==> src/rtl/mdu_seq.sv <==
// Sequential multiply/divide unit for mulw/mulhw/mulhwu/divw/divwu/modw/modwu.
// Radix-2 shift-add multiply and restoring divide on operand magnitudes, followed
// by a sign-fix cycle. Valid/ready request in, valid/ready result out.
// Optional feature: define MDU_FAST_ZERO_EN to short-circuit divide-by-zero and
// multiply-by-zero straight to the sign-fix stage (same results, shorter latency).
module mdu_seq #(
  parameter int unsigned WIDTH = 32
) (
  input  logic             clk,
  input  logic             rstn,
  input  logic             in_valid,
  output logic             in_ready,
  input  logic [4:0]       ALUOp,
  input  logic [WIDTH-1:0] A,
  input  logic [WIDTH-1:0] B,
  output logic             out_valid,
  input  logic             out_ready,
  output logic [WIDTH-1:0] C,
  output logic             busy
);

  // ALUOp codes for the MDU ops, continuing after the base ALU encodings.
  localparam logic [4:0] OpMulw   = 5'b10010;
  localparam logic [4:0] OpMulhw  = 5'b10011;
  localparam logic [4:0] OpMulhwu = 5'b10100;
  localparam logic [4:0] OpDivw   = 5'b10101;
  localparam logic [4:0] OpDivwu  = 5'b10110;
  localparam logic [4:0] OpModw   = 5'b10111;
  localparam logic [4:0] OpModwu  = 5'b11000;

  localparam int unsigned CntW = (WIDTH > 1) ? $clog2(WIDTH) : 1;
  localparam logic [CntW-1:0] CntLast = CntW'(WIDTH - 1);

  typedef enum logic [1:0] {StIdle, StBusy, StFix, StDone} state_e;

  function automatic logic op_is_mul(input logic [4:0] op);
    return (op == OpMulw) || (op == OpMulhw) || (op == OpMulhwu);
  endfunction

  function automatic logic op_is_div(input logic [4:0] op);
    return (op == OpDivw) || (op == OpDivwu) || (op == OpModw) || (op == OpModwu);
  endfunction

  function automatic logic op_is_signed(input logic [4:0] op);
    return (op == OpMulw) || (op == OpMulhw) || (op == OpDivw) || (op == OpModw);
  endfunction

  state_e                 state_q, state_d;
  logic [4:0]             op_q, op_d;
  logic [WIDTH-1:0]       m_q, m_d;        // multiplicand (mul) or divisor (div) magnitude
  logic [2*WIDTH-1:0]     acc_q, acc_d;    // mul: {hi, lo/multiplier}; div: {rem, quotient}
  logic                   sign_q, sign_d;  // product / quotient sign
  logic                   sign_a_q, sign_a_d;
  logic [CntW-1:0]        cnt_q, cnt_d;
  logic [WIDTH-1:0]       c_q, c_d;
  logic                   hold_q, hold_d;  // extra FIX cycle on the skip path

  // Request decode and operand magnitudes.
  logic             in_mul, in_div, in_sgn;
  logic [WIDTH-1:0] abs_a, abs_b;
  assign in_mul = op_is_mul(ALUOp);
  assign in_div = op_is_div(ALUOp);
  assign in_sgn = op_is_signed(ALUOp);
  assign abs_a  = (in_sgn && A[WIDTH-1]) ? (~A + 1'b1) : A;
  assign abs_b  = (in_sgn && B[WIDTH-1]) ? (~B + 1'b1) : B;

`ifdef MDU_FAST_ZERO_EN
  logic zero_skip;
  assign zero_skip = in_div ? (B == '0) : (in_mul && ((A == '0) || (B == '0)));
`endif

  // One shift-add multiply step: add multiplicand if multiplier LSB set, shift right.
  logic [WIDTH:0]       mul_sum;
  logic [2*WIDTH-1:0]   mul_next;
  assign mul_sum  = {1'b0, acc_q[2*WIDTH-1:WIDTH]} + {1'b0, (acc_q[0] ? m_q : '0)};
  assign mul_next = {mul_sum, acc_q[WIDTH-1:1]};

  // One restoring divide step: shift in next dividend bit, keep difference if non-negative.
  logic [WIDTH:0]       rem_sh, div_diff;
  logic [2*WIDTH-1:0]   div_next;
  assign rem_sh   = acc_q[2*WIDTH-1:WIDTH-1];
  assign div_diff = rem_sh - {1'b0, m_q};
  assign div_next = div_diff[WIDTH] ? {rem_sh[WIDTH-1:0], acc_q[WIDTH-2:0], 1'b0}
                                    : {div_diff[WIDTH-1:0], acc_q[WIDTH-2:0], 1'b1};

  // Sign correction and result select for the FIX stage.
  logic [2*WIDTH-1:0] prod_fix;
  logic [WIDTH-1:0]   quo_fix, rem_fix, res;
  assign prod_fix = sign_q ? (~acc_q + 1'b1) : acc_q;
  assign quo_fix  = sign_q ? (~acc_q[WIDTH-1:0] + 1'b1) : acc_q[WIDTH-1:0];
  assign rem_fix  = sign_a_q ? (~acc_q[2*WIDTH-1:WIDTH] + 1'b1) : acc_q[2*WIDTH-1:WIDTH];

  // Result mux; a zero divisor forces an all-ones quotient regardless of sign.
  always_comb begin
    res = '0;
    case (op_q)
      OpMulw:             res = prod_fix[WIDTH-1:0];
      OpMulhw, OpMulhwu:  res = prod_fix[2*WIDTH-1:WIDTH];
      OpDivw, OpDivwu:    res = (m_q == '0) ? '1 : quo_fix;
      OpModw, OpModwu:    res = rem_fix;
      default:            res = '0;
    endcase
  end

  // Next-state logic for the FSM and datapath registers.
  always_comb begin
    state_d  = state_q;
    op_d     = op_q;
    m_d      = m_q;
    acc_d    = acc_q;
    sign_d   = sign_q;
    sign_a_d = sign_a_q;
    cnt_d    = cnt_q;
    c_d      = c_q;
    hold_d   = hold_q;
    unique case (state_q)
      StIdle: begin
        if (in_valid) begin
          op_d     = ALUOp;
          sign_d   = in_sgn && (A[WIDTH-1] ^ B[WIDTH-1]);
          sign_a_d = in_sgn && A[WIDTH-1];
          cnt_d    = '0;
          hold_d   = 1'b0;
          if (in_mul) begin
            m_d     = abs_a;
            acc_d   = {{WIDTH{1'b0}}, abs_b};
            state_d = StBusy;
          end else if (in_div) begin
            m_d     = abs_b;
            acc_d   = {{WIDTH{1'b0}}, abs_a};
            state_d = StBusy;
          end else begin
            m_d     = '0;
            acc_d   = '0;
            hold_d  = 1'b1;
            state_d = StFix;
          end
`ifdef MDU_FAST_ZERO_EN
          // Preload the accumulator with what the iterations would have produced.
          if (zero_skip) begin
            acc_d   = in_div ? {abs_a, {WIDTH{1'b1}}} : '0;
            hold_d  = 1'b1;
            state_d = StFix;
          end
`endif
        end
      end
      StBusy: begin
        acc_d = op_is_mul(op_q) ? mul_next : div_next;
        cnt_d = cnt_q + 1'b1;
        if (cnt_q == CntLast) state_d = StFix;
      end
      StFix: begin
        if (hold_q) begin
          hold_d = 1'b0;
        end else begin
          c_d     = res;
          state_d = StDone;
        end
      end
      StDone: begin
        if (out_ready) state_d = StIdle;
      end
      default: state_d = StIdle;
    endcase
  end

  // State registers; reset aborts any op in flight.
  always_ff @(posedge clk or negedge rstn) begin
    if (!rstn) begin
      state_q  <= StIdle;
      op_q     <= '0;
      m_q      <= '0;
      acc_q    <= '0;
      sign_q   <= 1'b0;
      sign_a_q <= 1'b0;
      cnt_q    <= '0;
      c_q      <= '0;
      hold_q   <= 1'b0;
    end else begin
      state_q  <= state_d;
      op_q     <= op_d;
      m_q      <= m_d;
      acc_q    <= acc_d;
      sign_q   <= sign_d;
      sign_a_q <= sign_a_d;
      cnt_q    <= cnt_d;
      c_q      <= c_d;
      hold_q   <= hold_d;
    end
  end

  assign in_ready  = (state_q == StIdle);
  assign out_valid = (state_q == StDone);
  assign busy      = (state_q != StIdle);
  assign C         = c_q;

endmodule

==> config.mk <==
export PLATFORM = sky130hd
export DESIGN_NAME = mdu_seq
export DESIGN_NICKNAME = d
export VERILOG_FILES = /design/src/rtl/mdu_seq.sv
export SDC_FILE = /design/constraint.sdc
export NUM_CORES = 1
export LEC_CHECK = 0
export ABC_CLOCK_PERIOD_IN_PS = 3900
export BUFFER_PORTS_ARGS = -buffer_cell sky130_fd_sc_hd__buf_2
export CAP_MARGIN = 20
export CORE_ASPECT_RATIO = 0.8
export CORE_MARGIN = 8
export CORE_UTILIZATION = 56
export CTS_CLUSTER_SIZE = 25
export DETAILED_ROUTE_END_ITERATION = 7
export GPL_ROUTABILITY_DRIVEN = 0
export GPL_TIMING_DRIVEN = 0
export PLACE_DENSITY = 0.81
export SETUP_SLACK_MARGIN = 0.4
export SLEW_MARGIN = 0
export SYNTH_ARGS = -nofsm -noshare
export SYNTH_HDL_FRONTEND = slang
export SYNTH_SLANG_ARGS = --single-unit
==> constraint.sdc <==
create_clock -name clk -period 3.9 [get_ports clk]
set_input_delay 1.17 -clock clk [delete_from_list [all_inputs] [get_ports clk]]
set_output_delay 1.17 -clock clk [all_outputs]
set_load 0.01 [all_outputs]
==> results of run 1 <==
[cell type report]
cell class              count  area, um^2  area share
plain buffers             122         573      0.0343
clock buffers              19         443      0.0265
clock inverters            13         129     0.00772
inverters                  63         236      0.0142
multi-input cells        1531       10400       0.624
flip-flops and latches    143        3590       0.215
well taps                 324         405      0.0243
repair buffers            146         905      0.0542
[timing repair]
item                       4_1_cts  5_1_grt
setup endpoints to repair       43       57
gates cloned                     0        1
pin swaps                       11       18
setup buffers                   18       19
resized for setup               69       81
[routing by layer]
layer	GRT usage	part of all wire	vias to the layer above
met1	0.441	0.37	7616
met3	0.126	0.16	350
met2	0.501	0.40	1505
met4	0.166	0.064	0
met5	0	0	-
li1	-	-	7102
[synthesized netlist by cell type, drive strengths merged (14+ instances only)]
cell	count
o21ai	159
dfrtp	143
nor4	18
nor3	31
a21oi	152
o22ai	67
nor2b	14
or3	38
a211oi	22
nand3	30
o211ai	17
xnor2	95
nand2	206
mux2i	33
nor2	162
clkbuf	105
a21o	29
o221ai	21
o31ai	19
xor2	107
a22oi	25
nand2b	24
inv	63
buf	17
a221o	24
ha	74
or4	15
[metrics by stage]
step	std cells	area, um^2	hold WS [ns]	total power, uW	utilization
after floorplan	1859	14300	0.472	5960	-
after global placement	2290	15200	0.460	7400	0.606
after detailed placement	2291	15200	0.465	7580	0.607
final	2361	16700	0.475	10100	0.665
after CTS	2341	16200	0.480	9410	0.646
after global routing	2361	16700	0.495	10500	0.665
[state kept, by name, summed over array words and instances (netlist names)]
name,count
sign_q,1
acc_q,64
op_q,5
cnt_q,5
m_q,32
hold_q,1
state_q,2
C,32
sign_a_q,1
[tightest hold or removal path, stage by stage, from the launching register on]
cell,delay [ns]
dfrtp_1,0.33
nand2_1,0.05
o21ai_0,0.06
[power groups by stage]
stage	clock, uW	combinational [uW]	sequential [uW]
3_3_place_gp	0	5050	2340
2_1_floorplan	0	3740	2220
5_1_grt	1700	6430	2410
3_5_place_dp	0	5210	2370
4_1_cts	1630	5430	2340
6_report	1660	6060	2370
[path summary, 6_finish.rpt]
kind / from / cells past startpoint / end / slack (ns)
setup / recovery: A[3] / 12 / acc_q[25] / 0.26
min in group asynchronous: rstn / 1 / cnt_q[3] / 0.69
setup reg to reg: m_q[0] / 15 / acc_q[63] / 0.43
hold / removal: C[8] / 2 / C[8] / 0.48
hold reg to reg: C[8] / 2 / C[8] / 0.48
max in group asynchronous: rstn / 2 / acc_q[47] / 2.32
[cells by family (layout without fill, tap and decap cells)]
kind of cell             after synthesis  in the layout  synth area share
adder cells (fa/ha/maj)               76             76            0.0679
flip-flops                           143            143             0.251
AND/OR/NAND/NOR                      590            590             0.197
AO/OA/AOI/OAI                        624            624             0.281
XOR/XNOR                             202            202             0.124
buffers and inverters                185            363            0.0509
multiplexers                          39             39            0.0280
==> metrics.md, run 1 <==
| Metric | Value |
|---|---|
| P_leak | 0.00728 uW |
| Diode count | 0 |
| Mapped Nets | 2008 |
| Post-DRT Antenna Nets | 0 |
| Setup tns final | 0 ns |
| CTS clk-pin slew, worst paths | 0.07 ns |
| Fillers | 2069 |
| H-Tree Depth | 4 |
| WL per Instance | 23.6 um |
| Pwr Density | 604 nW/um^2 |
| Outcome | complete, but fails checks |
| Primary FF master, synth | dfrtp_1 |
| Asr flop ratio synth | 1.00 |
| Global-route wire length before repair | 83700 um |
| CTS tree | built |
| Number of global-route vias before repair | 15200 |
| Slew HR | 0.352 |
| Initial antenna violation count | 1 |
| Comb power frac | 0.601 |
| Clock Power Share | 0.164 |
| Post-synth EDFFs | 0 |
| Synth Instances | 1859 |
| Max FO, Critical Path | 5 |
| Most common cell after layout, fill and taps aside | nand2_1 |
| Worst path required time | 4.24 ns |
| Vias post-DR | 16600 |
| Crit share post-route | 0.934 |
| Final net count | 2173 |
| Remaining DRCs | 42 |
| Achievable Freq | 275 MHz |
| RSZ-0062 raised after global routing | true |
| CTS sink cnt | 143 |
| DRT iter0 DRCs | 2872 |
| Final min period | 3.64 ns |
| Top cell type's share of synthesized area | 0.251 |
| Final Skew | 0.0130 ns |
| Critical Path Sink Type | flop |
| Peak supply drop | 0.383 mV |
| Worst setup margin | 0.257 ns |
| Sequential share of the synthesized area | 0.251 |
| Max-Cap Viols | 0 |
| Die width | 194 um |
| Core box area | 25100 um^2 |
| Crit-path leading delay family | simple AND/OR/NAND/NOR gates |
| Final wirelength | 55700 um |
| Failing checks | DRC |
| Net Sw Frac | 0.510 |
| Avg Cell Area, Syn | 7.65 um^2 |
| Input/output buffers | 107 |
| Fraction of layout cells with a size suffix above 1 | 0.156 |
| Grt ovf | 0 |
| Cell internal pwr | 4950 uW |
| Distinct cell type count after synthesis | 77 |
| Hold bufs inserted after CTS | 0 |
| Setup WS pre-CTS | -0.549 ns |
| Final setup viols | 0 |
| CP Class | in2reg |
| Register share of total power | 0.235 |
| Crit-path max cell delay | 0.49 ns |
| Most common cell on crit path | or3_4 |
| Most frequent cells in the layout | nand2_1, nor2_1, a21oi_1 |
| Synth top area cells | dfrtp_1, xor2_1, ha_1 |
| CTS max path bufs | 2 |
| Slew Limit Fails | 0 |
| CTS buffer count | 17 |
| DIE AREA | 30800 um^2 |
| GRT Total Usage | 0.342 |
| Switch Pwr | 5140 uW |
| Final Hold Vio Count | 0 |
| Critical path buffers and inverters | 2 |
| HP Class | reg2reg |
| Largest net degree at the start of global routing | 89 |
| Post-synth top area cell | dfrtp_1 |
| Cell Area, Synth | 14200 um^2 |
| # rows | 52 |
| Initial core utilization | 0.567 |
| Pre-Repair DR Iteration Count | 8 |
| Slowest-stage cell, CP | or4_4 |
| Vias per inst | 7.02 |
| Critical path data arrival time | 3.98 ns |
| HPWL after detailed placement | 40800 um |
| Worst slew pin tran | 0.964 ns |
| Critical-path cell list | buf_8 -> or3_4 -> or3_4 -> nor4_4 -> and2_4 -> nand2_4 -> or4_4 -> buf_4 -> o31ai_4 -> xor2_2 -> o221ai_2 -> o211a_1 |
| # IOs | 108 |
| Die Ht | 159 um |
| Seq cells post-synth | 143 |
| Clk root buf | clkbuf_16 |
| Skew-Pair Late Insertion Delay | 0.45 ns |
| Syn-to-layout area delta | 17.4% |
| Syn. warnings | 0 |
| CP Launch Type | primary input |
No activity file was read; power rests on OpenSTA's default activity.
==> run 2, diff against run 1 <==
MAX_ROUTING_LAYER = met4   (was not set)
==> run 2 against run 1 <==
The run still ends with DRC left. Total power barely moved. Clock skew decreased by 0.00063 ns. Sequential share of layout area about the same. Via count is 0.41% higher. First-iteration DRC count barely moved. Register-to-register slack lost 0.05 ns. Clock power barely moved. Core utilization barely moved. Non-clock buffer count stayed put. Sequential cell count stayed put. Worst setup slack got worse by 0.014 ns. Clock-buffer cell count unchanged.
==> metrics.md, run 2 (synthesized netlist as in run 1, its figures left out) <==
| Metric | Value |
|---|---|
| Outcome | complete, but fails checks |
| Failing checks | DRC |
| Pwr Density | 604 nW/um^2 (about the same) |
| Post-DRT Antenna Nets | 0 (unchanged) |
| Fraction of layout cells with a size suffix above 1 | 0.154 (-0.00196) |
| Syn-to-layout area delta | 17.4% (about the same) |
| DRT iter0 DRCs | 2873 (+0.035%) |
| Cell internal pwr | 4930 uW (-0.41%) |
| Slew Limit Fails | 0 (unchanged) |
| Clk root buf | clkbuf_16 |
| H-Tree Depth | 4 (unchanged) |
| Final Hold Vio Count | 0 (unchanged) |
| RSZ-0062 raised after global routing | true |
| Remaining DRCs | 4 (-90%) |
| Largest net degree at the start of global routing | 89 (unchanged) |
| Final core occ | 0.665 (about the same) |
| Clock Power Share | 0.164 (about the same) |
| CTS buffer count | 17 (unchanged) |
| Most common cell after layout, fill and taps aside | nand2_1 |
| CTS clk-pin slew, worst paths | 0.07 ns (about the same) |
| Vias post-DR | 16600 (+0.41%) |
| HP Class | reg2reg |
| CP Class | in2reg |
| Vias per inst | 7.05 (+0.37%) |
| Register share of total power | 0.235 (about the same) |
| Slew HR | 0.339 (-0.0131) |
| Wire length on met1 | 20900 um (+2.0%) |
| Final net count | 2173 (unchanged) |
| Final wirelength | 56200 um (+0.74%) |
| Placed Cells | 2291 (unchanged) |
| Achievable Freq | 273 MHz (-0.38%) |
| # rows | 52 (unchanged) |
| Hold bufs inserted after CTS | 0 (unchanged) |
| CTS sink cnt | 143 (unchanged) |
| Input/output buffers | 107 (unchanged) |
| Final setup viols | 0 (unchanged) |
| Finished Layout Cells | 2362 (+0.042%) |
| Most frequent cells in the layout | nand2_1, nor2_1, a21oi_1 |
| Critical path data arrival time | 3.99 ns (about the same) |
| DIE AREA | 30800 um^2 (unchanged) |
| Pre-Repair DR Iteration Count | 8 (unchanged) |
| CTS tree | built |
| Switch Pwr | 5170 uW (+0.44%) |
| Max reg flops | 64 (unchanged) |
| P_leak | 0.00728 uW (about the same) |
| Net Sw Frac | 0.512 (+0.00214) |
| Final Skew | 0.0123 ns (-0.000633 ns) |
| CP Launch Type | primary input |
| Grt ovf | 0 (unchanged) |
| Worst slew pin tran | 0.984 ns (+0.0195 ns) |
| # IOs | 108 (unchanged) |
| Initial core utilization | 0.567 (unchanged) |
| Peak supply drop | 0.382 mV (-0.19%) |
| Core box area | 25100 um^2 (unchanged) |
| Top routing layer in use | met4 |
| WL met2 | 22700 um (+1.0%) |
| Final min period | 3.66 ns (+0.0140 ns) |
| Die width | 194 um (unchanged) |
| Worst path required time | 4.23 ns (about the same) |
| Max-Cap Viols | 0 (unchanged) |
| Global-route wire length before repair | 83800 um (+0.11%) |
| Number of global-route vias before repair | 15200 (-0.0066%) |
| Overall Power | 10100 uW (about the same) |
| HPWL after detailed placement | 40800 um (unchanged) |
| CTS max path bufs | 2 (unchanged) |
| Biggest register | acc_q |
| DR WL met3 | 9120 um (-0.84%) |
| Critical Path Sink Type | flop |
| Comb power frac | 0.601 (about the same) |
| WL per Instance | 23.8 um (+0.70%) |
| Die Ht | 159 um (unchanged) |
| Max FO, Critical Path | 5 (unchanged) |
| Crit share post-route | 0.938 (+0.00359) |
| Skew-Pair Late Insertion Delay | 0.45 ns (about the same) |
| Initial antenna violation count | 2 (+1) |
| GRT Total Usage | 0.353 (+0.0109) |
run 2: final cells by class:
type	instances	area, um^2
diodes	1	2.50
clock inverters	13	129
flip-flops and latches	143	3590
plain buffers	122	572
clock buffers	19	443
fillers	2070	8410
inverters	63	236
repair buffers	146	910
well taps	324	405
multi-input cells	1531	10400
run 2: timing repair:
action / CTS / global route
cloned: 0 / 2
setup buffers: 18 / 18
pin swaps: 11 / 18
endpoints found under the setup margin: 43 / 57
gates resized for setup: 69 / 77
run 2: routing by layer:
metal	global-route usage	up-vias
met1	0.444	7670
li1	-	7106
met5	-	-
met4	0.162	0
met3	0.129	349
met2	0.501	1516
run 2: worst paths after layout:
kind	cells past startpoint	slack [ns]	endpoint	start
max	12	0.24	acc_q[25]	A[2]
min in group asynchronous	1	0.68	cnt_q[3]	rstn
min	2	0.48	C[10]	C[10]
max reg2reg	12	0.38	C[8]	acc_q[0]
min reg2reg	2	0.48	C[10]	C[10]
max in group asynchronous	2	2.32	acc_q[47]	rstn
run 2: power groups by stage:
stage               sequential [uW]  clock, uW  combinational [uW]
floorplan                      2220          0                3740
global placement               2340          0                5050
detailed placement             2370          0                5210
CTS                            2340       1630                5430
global route                   2410       1700                6410
finish                         2370       1650                6060
run 2: through the flow:
step                cell area (um^2)  setup WS (ns)  setup TNS, ns  hold slack, ns
detailed placement             15200         -0.549         -15.01           0.465
CTS                            16200          0.302              0           0.480
finish                         16700          0.243              0           0.476
global route                   16700          0.198              0           0.495
global placement               15200         -0.532         -70.88           0.460
floorplan                      14300          0.172              0           0.472
run 2: worst max-delay path: stages:
cell and delay [ns]:
buf_2 0.14, or3_4 0.34, or3_4 0.38, nor4_4 0.17
and2_4 0.21, nand2_4 0.06, or4_4 0.49, buf_4 0.17
o31ai_4 0.20, xor2_2 0.24, o221ai_2 0.21, o211a_1 0.21
